**src/rtl/chan_scan_mux.sv**
```systemverilog
// Registered N-channel W-bit mux with held select and auto-scan. One clock of latency from din to dout.
// No backpressure: en=0 freezes all state and drops valid. A select loaded on an edge applies from the next sample.
module chan_scan_mux #(
  parameter int WIDTH    = 8,
  parameter int CHANNELS = 8,
  parameter int SEL_W    = 3,
  parameter int DWELL    = 4,
  parameter int CNT_W    = 2
) (
  input  logic                      clk,
  input  logic                      rst_n,
  input  logic [CHANNELS*WIDTH-1:0] din,
  input  logic                      en,
  input  logic                      mode,
  input  logic                      load_sel,
  input  logic [SEL_W-1:0]          sel_in,
  output logic [WIDTH-1:0]          dout,
  output logic [SEL_W-1:0]          sel_out,
  output logic                      valid,
  output logic                      wrap
);

  typedef enum logic [1:0] {
    ST_IDLE   = 2'd0,
    ST_MANUAL = 2'd1,
    ST_SCAN   = 2'd2
  } state_e;

  localparam logic [SEL_W:0]   SEL_LIM  = (SEL_W+1)'(CHANNELS);
  localparam logic [SEL_W-1:0] SEL_LAST = SEL_W'(CHANNELS - 1);
  localparam logic [CNT_W-1:0] CNT_LAST = CNT_W'(DWELL - 1);

  state_e           state_q, state_d;
  logic [SEL_W-1:0] sel_q, sel_d;
  logic [CNT_W-1:0] cnt_q, cnt_d;
  logic [WIDTH-1:0] dout_q, dout_d;
  logic [SEL_W-1:0] sel_out_q, sel_out_d;
  logic             valid_q, valid_d;
  logic             wrap_q, wrap_d;

  logic             load_ok;
  logic             cnt_last;
  logic [SEL_W-1:0] sel_next;

  // Padded to the full select range so any sel_q value indexes a defined entry.
  logic [WIDTH-1:0] chan [2**SEL_W];

  for (genvar k = 0; k < 2**SEL_W; k++) begin : g_chan
    if (k < CHANNELS) begin : g_used
      assign chan[k] = din[k*WIDTH +: WIDTH];
    end else begin : g_pad
      assign chan[k] = '0;
    end
  end

  assign load_ok  = load_sel && ({1'b0, sel_in} < SEL_LIM);
  assign cnt_last = (cnt_q == CNT_LAST);
  assign sel_next = (sel_q == SEL_LAST) ? '0 : sel_q + SEL_W'(1);

  always_comb begin
    state_d   = state_q;
    sel_d     = sel_q;
    cnt_d     = cnt_q;
    dout_d    = dout_q;
    sel_out_d = sel_out_q;
    valid_d   = 1'b0;
    wrap_d    = 1'b0;

    if (en) begin
      // Sample with the pre-edge select so sel_out always names dout's source.
      dout_d    = chan[sel_q];
      sel_out_d = sel_q;
      valid_d   = 1'b1;

      case (state_q)
        ST_IDLE: begin
          state_d = mode ? ST_SCAN : ST_MANUAL;
          cnt_d   = '0;
        end
        ST_MANUAL: begin
          if (mode) begin
            state_d = ST_SCAN;
            cnt_d   = '0;
          end
        end
        ST_SCAN: begin
          if (!mode) begin
            state_d = ST_MANUAL;
            cnt_d   = '0;
          end else if (load_ok) begin
            // An explicit load wins over a terminal dwell and restarts the dwell.
            cnt_d = '0;
          end else if (cnt_last) begin
            cnt_d  = '0;
            sel_d  = sel_next;
            wrap_d = (sel_q == SEL_LAST);
          end else begin
            cnt_d = cnt_q + CNT_W'(1);
          end
        end
        default: begin
          state_d = ST_IDLE;
          cnt_d   = '0;
        end
      endcase

      if (load_ok) begin
        sel_d = sel_in;
      end
    end
  end

  always_ff @(posedge clk) begin
    if (!rst_n) begin
      state_q   <= ST_IDLE;
      sel_q     <= '0;
      cnt_q     <= '0;
      dout_q    <= '0;
      sel_out_q <= '0;
      valid_q   <= 1'b0;
      wrap_q    <= 1'b0;
    end else begin
      state_q   <= state_d;
      sel_q     <= sel_d;
      cnt_q     <= cnt_d;
      dout_q    <= dout_d;
      sel_out_q <= sel_out_d;
      valid_q   <= valid_d;
      wrap_q    <= wrap_d;
    end
  end

  assign dout    = dout_q;
  assign sel_out = sel_out_q;
  assign valid   = valid_q;
  assign wrap    = wrap_q;

endmodule

```
**config.mk**
```make
export PLATFORM = sky130hd
export DESIGN_NAME = chan_scan_mux
export DESIGN_NICKNAME = d
export VERILOG_FILES = /design/src/rtl/chan_scan_mux.sv
export SDC_FILE = /design/constraint.sdc
export NUM_CORES = 1
export LEC_CHECK = 0
export ABC_AREA = 1
export CORE_ASPECT_RATIO = 1.1
export CORE_UTILIZATION = 55
export DETAILED_ROUTE_END_ITERATION = 16
export DONT_BUFFER_PORTS = 1
export PLACE_DENSITY = 0.81
export SYNTH_ARGS = -nofsm -noshare
export SYNTH_HDL_FRONTEND = slang
export SYNTH_SLANG_ARGS = --single-unit
```
**constraint.sdc**
```tcl
create_clock -name clk -period 1.51 [get_ports clk]
set_input_delay 0.302 -clock clk [delete_from_list [all_inputs] [get_ports clk]]
set_output_delay 0.302 -clock clk [all_outputs]
set_load 0.01 [all_outputs]
```
==> run_results.csv, run 1 <==
group,metric,value,unit
clock_network,gates_resized_cts_repair,0,
sta,tns,0,ns
worst_setup_path,endpoint_kind,"flop",
cells_and_area,multi_input_comb_area,877,um2
worst_setup_path,setup.worst_path.class,"reg -> reg",
floorplanning,floorplan.die.width,53.5,um
synthesis,synthXorXnorAreaFrac,0,%
synthesis,synth.yosys.seq_area_share,25.0,%
synthesis,synth.yosys.warnings,0,
synthesis,synth_top_family_by_area,"simple AND/OR/NAND/NOR gates",
worst_setup_path,critPathMaxStageDelay,0.45,ns
sta,skew,0.00480,ns
cells_and_area,post_route_cells_drive_above_1_share,4.63,%
synthesis,synth-seq-cells,20,
synthesis,synthMuxAreaShare,0,%
routing,via_count,1621,
sta,setup_viol,0,
clock_network,clock_tree.buffer_depth,2,
synthesis,yosys.cell_types.count,20,
synthesis,synthMostInstantiatedCell,"sky130_fd_sc_hd__nand2_1",
clock_network,tritoncts_clock_tree,"yes",
worst_setup_path,cp_cell_sequence,"buf_4 -> nand2_1 -> nand3_1 -> nand2_1 -> nand2_1 -> nand3_1 -> nand2_1 -> inv_1",
cells_and_area,nNetsFinal,358,
clock_network,clkTransAtPathRegs,0.11,ns
placed_design,numPortBuffers,0,
clock_network,post-cts-setup-buffers,0,
placed_design,dp_hpwl,2850,um
placed_design,placed_cell_area,1560,um2
pwr,static-leakage-power,0.951,nW
global_routing,grt_overflow,0,
sta,layout_min_cycle_time,1.22,ns
sta,max_clock_freq,817,MHz
synthesis,postSynthAreaPerCell,5.58,um2
synthesis,synthesis.instances,287,
sta,worst_pin_slew,0.293,ns
floorplanning,num_io_pins,85,
job,maxCapViolCount,0,
worst_setup_path,critPathMaxFanout,16,
synthesis,synthFlopType,"sky130_fd_sc_hd__dfxtp_1",
clock_network,clk_latency,0.30,ns
clock_network,clkSinkCount,20,
outcome,run_status,"complete, no violations",
pwr,power_per_cell_area,724,nW/um2
global_routing,largest_net_degree_at_the_start_of_global_routing,34,
synthesis,syn_nets,362,
global_routing,grt_pass1_wl,5700,um
synthesis,synth_commonest_cells,"sky130_fd_sc_hd__nand2_1 (113), sky130_fd_sc_hd__nand3_1 (53), sky130_fd_sc_hd__inv_1 (51)",
clock_network,cts_root_buffer,"sky130_fd_sc_hd__clkbuf_4",
routing,wire_per_inst,11.9,um
global_routing,antenna_found_initial,0,
synthesis,synth_async_sr_flop_share,0,%
synthesis,synth_enable_flop_cells,0,
floorplanning,placementRows,20,
floorplanning,die_area,3130,um2
routing,first_iter_violations,54,
synthesis,synth_area_in_simple_gates,48.1,%
cells_and_area,diodes,0,
cells_and_area,regArea,400,um2
clock_network,number_of_hold_buffers_added_after_cts,0,
sta,period_share,81.1,%
pwr,ir_worst_vdd,0.738,mV
worst_setup_path,cp.required,1.72,ns
synthesis,synthAdderAreaFrac,2.34,%
routing,drc_errors,0,
routing,finalWirelength,3730,um
cells_and_area,postLayoutCellArea,1590,um2
cells_and_area,area.growth.synth_to_final,-0.938,%
worst_hold_path,holdCritPathClass,"in -> reg",
worst_setup_path,worst_path_max_delay_cell,"sky130_fd_sc_hd__dfxtp_1",
worst_setup_path,worst_ep_arrival_time,1.43,ns
routing,ant_nets,0,
floorplanning,floorplan.core_area,2780,um2
clock_network,numCtsBuffers,3,
global_routing,gr-usage-all-layers,24.2,%
clock_network,clock_tree.htree_level_count,1,
sta,final_hold_viol_count,0,
global_routing,first_global_vias,1367,
worst_setup_path,cp_common_cell,"sky130_fd_sc_hd__nand2_1",
placed_design,gp_congestion,0.815,
synthesis,synth_compound_area_share,4.30,%
floorplanning,floorplan.initialDensity,57.7,%
routing,drt-pass1-iter-count,4,
worst_setup_path,critPathLaunchType,"flop",
routing,number_of_vias_per_cell,5.16,
sta,rsz_0062_raised_after_global_routing,"false",
synthesis,ys_top_cells_by_area,"sky130_fd_sc_hd__nand2_1 (26%), sky130_fd_sc_hd__dfxtp_1 (25%), sky130_fd_sc_hd__nand3_1 (17%), sky130_fd_sc_hd__inv_1 (12%), sky130_fd_sc_hd__buf_6 (4.2%)",
sta,maxSlewViolCount,0,
cells_and_area,fillerInstances,303,
floorplanning,die_height,58.6,um
sta,slew-limit-headroom,80.5,%
synthesis,post_synth_instance_area,1600,um2
synthesis,synth_area_leader_cell,"sky130_fd_sc_hd__nand2_1",
synthesis,synth.top_cell.area_share,26.5,%
[through the flow]
| step | total power [mW] | hold slack [ns] | setup WS (ns) | utilization (%) | std cells |
|---|---|---|---|---|---|
| after floorplan | 0.882 | 0.379 | 0.422 | - | 287 |
| after global placement | 0.907 | 0.390 | 0.315 | 56.3 | 311 |
| after detailed placement | 0.911 | 0.390 | 0.289 | 56.3 | 311 |
| after CTS | 1.15 | 0.0683 | 0.278 | 57.1 | 314 |
| after global routing | 1.23 | 0.0544 | 0.140 | 57.1 | 314 |
| final | 1.15 | 0.0668 | 0.286 | 57.1 | 314 |
[cell families after synthesis]
| group | count (synthesis) |
|---|---|
| AOI/OAI and AO/OA | 12 |
| adders and majority gates | 3 |
| buffers and inverters | 68 |
| DFF | 20 |
| and+or+nand+nor | 184 |
[power by group]
part,switching [mW],internal [mW]
Clock,0.156,0.0930
Combinational,0.180,0.113
Sequential,0.0425,0.564
[worst paths after layout]
kind                         start                     to  slack [ns]  depth (start not counted)
min reg2reg  cnt_q[0]$_SDFFE_PN0P_  cnt_q[0]$_SDFFE_PN0P_        0.51                          2
min                       load_sel        wrap$_SDFF_PP0_        0.07                          1
max          sel_q[0]$_SDFFE_PN0P_   dout[6]$_SDFFE_PN0P_        0.29                          8
max reg2reg  sel_q[0]$_SDFFE_PN0P_   dout[6]$_SDFFE_PN0P_        0.29                          8
[area by class of cell]
cell class,count,share of cell area [%]
flip-flops and latches,20,25.2
repair buffers,5,2.37
well taps,33,2.60
inverters,54,13.1
clock buffers,3,1.42
multi-input cells,199,55.3
[routing by layer]
metal / part of all wire [%] / global-route usage [%] / routed length (um)
met5: 0 / 0 / 0
met1: 45 / 29.4 / 1660
met2: 48 / 44.1 / 1770
met4: 0.97 / 5.64 / 36
met3: 7.0 / 3.36 / 260
[critical path, delay by kind of cell, from the launching register on]
kind / cells / cell delay, ns
simple gates: 6 / 0.40
flops: 1 / 0.45
buf+inv: 2 / 0.28
[cell usage in the layout, fill, tap and decap left out]
| cell | instances |
|---|---|
| sky130_fd_sc_hd__nand2_1 | 113 |
| sky130_fd_sc_hd__nand3_1 | 53 |
| sky130_fd_sc_hd__inv_1 | 51 |
| sky130_fd_sc_hd__dfxtp_1 | 20 |
| sky130_fd_sc_hd__nor2_1 | 15 |
| sky130_fd_sc_hd__o21ai_0 | 6 |
| sky130_fd_sc_hd__buf_4 | 5 |
| sky130_fd_sc_hd__a21oi_1 | 3 |
| sky130_fd_sc_hd__ha_1 | 3 |
| sky130_fd_sc_hd__clkbuf_4 | 3 |
| sky130_fd_sc_hd__inv_4 | 2 |
| sky130_fd_sc_hd__nand3b_1 | 1 |
| sky130_fd_sc_hd__inv_2 | 1 |
| sky130_fd_sc_hd__nor2_4 | 1 |
| sky130_fd_sc_hd__a22oi_1 | 1 |
| sky130_fd_sc_hd__o21ai_2 | 1 |
| sky130_fd_sc_hd__nor4_1 | 1 |
| sky130_fd_sc_hd__o31ai_1 | 1 |
[registers in the layout, indices dropped and copies added, names as in the netlist]
| register | count |
|---|---|
| dout | 8 |
| sel_out | 3 |
| sel_q | 3 |
| cnt_q | 2 |
| state_q | 2 |
| valid | 1 |
| wrap | 1 |
Power figures use the tool's default switching activity.
==> run 2, diff against run 1 <==
- PLACE_DENSITY: 0.81 -> 0.84
- clock period: 1.51 -> 1.12 ns (I/O delays scaled with it)
==> run 2 against run 1 <==
Design area increased by 11%. Clock skew rose by 0.0036 ns. Fmax grew 7.6%. Total power grew 64%. Via count increased by 2.8%. The flow now finishes with violations (negative hold slack, negative setup slack). Die area did not move. Routed wire length increased by 2.4%. Register-to-register slack got worse by 0.30 ns. Flip-flop and latch count unchanged. Sequential share of layout area shrank 2.1 points. Largest cell class unchanged. Non-clock buffer count rose by 4. Critical path type unchanged.
==> run_results.csv, run 2 (same netlist as run 1, synthesis figures left out) <==
group,metric,value,unit
floorplanning,floorplan.core_area,2780,um2
worst_setup_path,number_of_buffers_and_inverters_on_the_critical_path,0,
clock_network,clkSinkCount,20,
global_routing,antenna_found_initial,0,
placed_design,gp_congestion,0.811,
clock_network,cts_root_buffer,"sky130_fd_sc_hd__clkbuf_4",
placed_design,dp_hpwl,2760,um
clock_network,tritoncts_clock_tree,"yes",
floorplanning,num_io_pins,85,
worst_setup_path,endpoint_kind,"flop",
pwr,cellInternalPower,1.32,mW
worst_setup_path,worst_path_max_delay_cell,"sky130_fd_sc_hd__dfxtp_4",
clock_network,clock_tree.htree_level_count,1,
cells_and_area,layout_common_cells,"sky130_fd_sc_hd__nand2_1 (108), sky130_fd_sc_hd__nand3_1 (51), sky130_fd_sc_hd__inv_1 (49)",
routing,ant_nets,0,
worst_hold_path,holdCritPathClass,"in -> reg",
worst_setup_path,critPathTopFamily,"flip-flops",
sta,holdWs,-0.00306,ns
routing,drt-pass1-iter-count,4,
global_routing,largest_net_degree_at_the_start_of_global_routing,34,
worst_setup_path,critPathMaxFanout,5,
sta,worst_pin_slew,0.262,ns
cells_and_area,most_common_library_cell_in_the_layout_ignoring_fill_and_taps,"sky130_fd_sc_hd__nand2_1",
cells_and_area,area.growth.synth_to_final,10.2,%
cells_and_area,diodes,0,
sta,final_critical_path_setup_slack,-0.0178,ns
worst_setup_path,critPathLaunchType,"flop",
outcome,run_status,"finished, violations left",
floorplanning,die_height,58.6,um
routing,drc_errors,0,
cells_and_area,fillerInstances,276,
cells_and_area,post_route_cells_drive_above_1_share,11.5,%
placed_design,minimum_setup_slack_after_placement,-0.143,ns
pwr,pwr-share-seq,44.0,%
global_routing,gr-usage-all-layers,23.2,%
clock_network,numCtsBuffers,3,
pwr,p_sw,0.561,mW
sta,slew-limit-headroom,82.5,%
placed_design,numPortBuffers,0,
worst_setup_path,cp_cell_sequence,"ha_4 -> ha_4 -> o31ai_4 -> nor2_1 -> nor2_1",
sta,maxSlewViolCount,0,
worst_setup_path,cp.required,1.36,ns
routing,number_of_vias_per_cell,5.22,
floorplanning,floorplan.initialDensity,57.7,%
pwr,clockPowerShare,31.8,%
clock_network,clk_latency,0.31,ns
routing,wire_per_inst,12.0,um
sta,max_clock_freq,879,MHz
placed_design,placed_cells_incl_taps,312,
worst_setup_path,critPathMaxStageDelay,0.41,ns
sta,skew,0.00836,ns
routing,first_iter_violations,68,
outcome,failed_checks,"negative hold slack, negative setup slack",
pwr,power_per_cell_area,1060,nW/um2
global_routing,grt_overflow,0,
worst_setup_path,setup.worst_path.class,"reg -> reg",
cells_and_area,finish.cell_count_without_fillers,319,
job,maxCapViolCount,0,
global_routing,grt_pass1_wl,5460,um
sta,final_hold_viol_count,1,
routing,via_count,1666,
pwr,static-leakage-power,1.00,nW
floorplanning,placementRows,20,
cells_and_area,nNetsFinal,362,
pwr,ir_worst_vdd,0.974,mV
global_routing,first_global_vias,1280,
clock_network,clock_tree.buffer_depth,2,
floorplanning,floorplan.die.width,53.5,um
pwr,comb_power_share,24.3,%
sta,rsz_0062_raised_after_global_routing,"true",
sta,setup_viol,3,
sta,period_share,102,%
pwr,power_switching_share,29.8,%
clock_network,clkTransAtPathRegs,0.12,ns
routing,finalWirelength,3820,um
worst_setup_path,worst_ep_arrival_time,1.38,ns
cells_and_area,largest_register_ffs,8,
floorplanning,die_area,3130,um2
sta,layout_min_cycle_time,1.14,ns
run 2: cell count changes in the layout (fill, tap and decap cells not counted), sizes merged:
cell,delta
dlygate4sd3,+2
buf,+1
clkbuf,+1
bufinv,+1
run 2: repair_timing:
action                                  4_1_cts  5_1_grt
pin swaps                                     5        6
hold buffers                                  2        0
endpoints found under the setup margin       12       11
buffers inserted                              0        0
cloned                                        0        1
resized for setup                            14       15
hold endpoints to repair                      3        0
run 2: routing by layer:
layer,up-vias,routed length [um],global-route usage (%)
met3,2,371,6.20
li1,870,-,-
met4,0,19,6.77
met2,79,1800,39.8
met1,715,1630,28.0
met5,-,0,0
run 2: final timing paths:
path | from | end | slack [ns] | depth (start not counted)
worst max-delay path | sel_q[0]$_SDFFE_PN0P_ | sel_q[0]$_SDFFE_PN0P_ | -0.02 | 5
worst min-delay path | en | valid$_SDFF_PN0_ | -0.003 | 2
worst max register to register | sel_q[0]$_SDFFE_PN0P_ | sel_q[0]$_SDFFE_PN0P_ | -0.02 | 5
worst min register to register | cnt_q[0]$_SDFFE_PN0P_ | cnt_q[0]$_SDFFE_PN0P_ | 0.50 | 2
run 2: per-stage QoR:
step / TNS [ns] / utilization, % / power (mW) / cell area [um2]
final: -0.0334 / 63.6 / 1.88 / 1770
after global placement: -0.856 / 56.6 / 1.22 / 1570
after global routing: -0.753 / 63.6 / 1.97 / 1770
after floorplan: 0 / - / 1.19 / 1600
after CTS: -0.0140 / 61.1 / 1.83 / 1700
after detailed placement: -1.12 / 56.6 / 1.23 / 1570
run 2: power by group through the flow:
stage | clock (mW) | combinational, mW | sequential, mW
2_1_floorplan | 0 | 0.371 | 0.818
3_3_place_gp | 0 | 0.392 | 0.833
5_1_grt | 0.619 | 0.521 | 0.834
4_1_cts | 0.593 | 0.418 | 0.823
6_report | 0.597 | 0.456 | 0.826
3_5_place_dp | 0 | 0.396 | 0.833
run 2: layout make-up:
cell class,count,area (um2),area share [%]
well taps,33,41.3,2.34
clock inverters,1,30.0,1.70
flip-flops and latches,20,409,23.2
inverters,54,218,12.3
repair buffers,9,106,6.02
multi-input cells,199,938,53.2
clock buffers,3,22.5,1.28
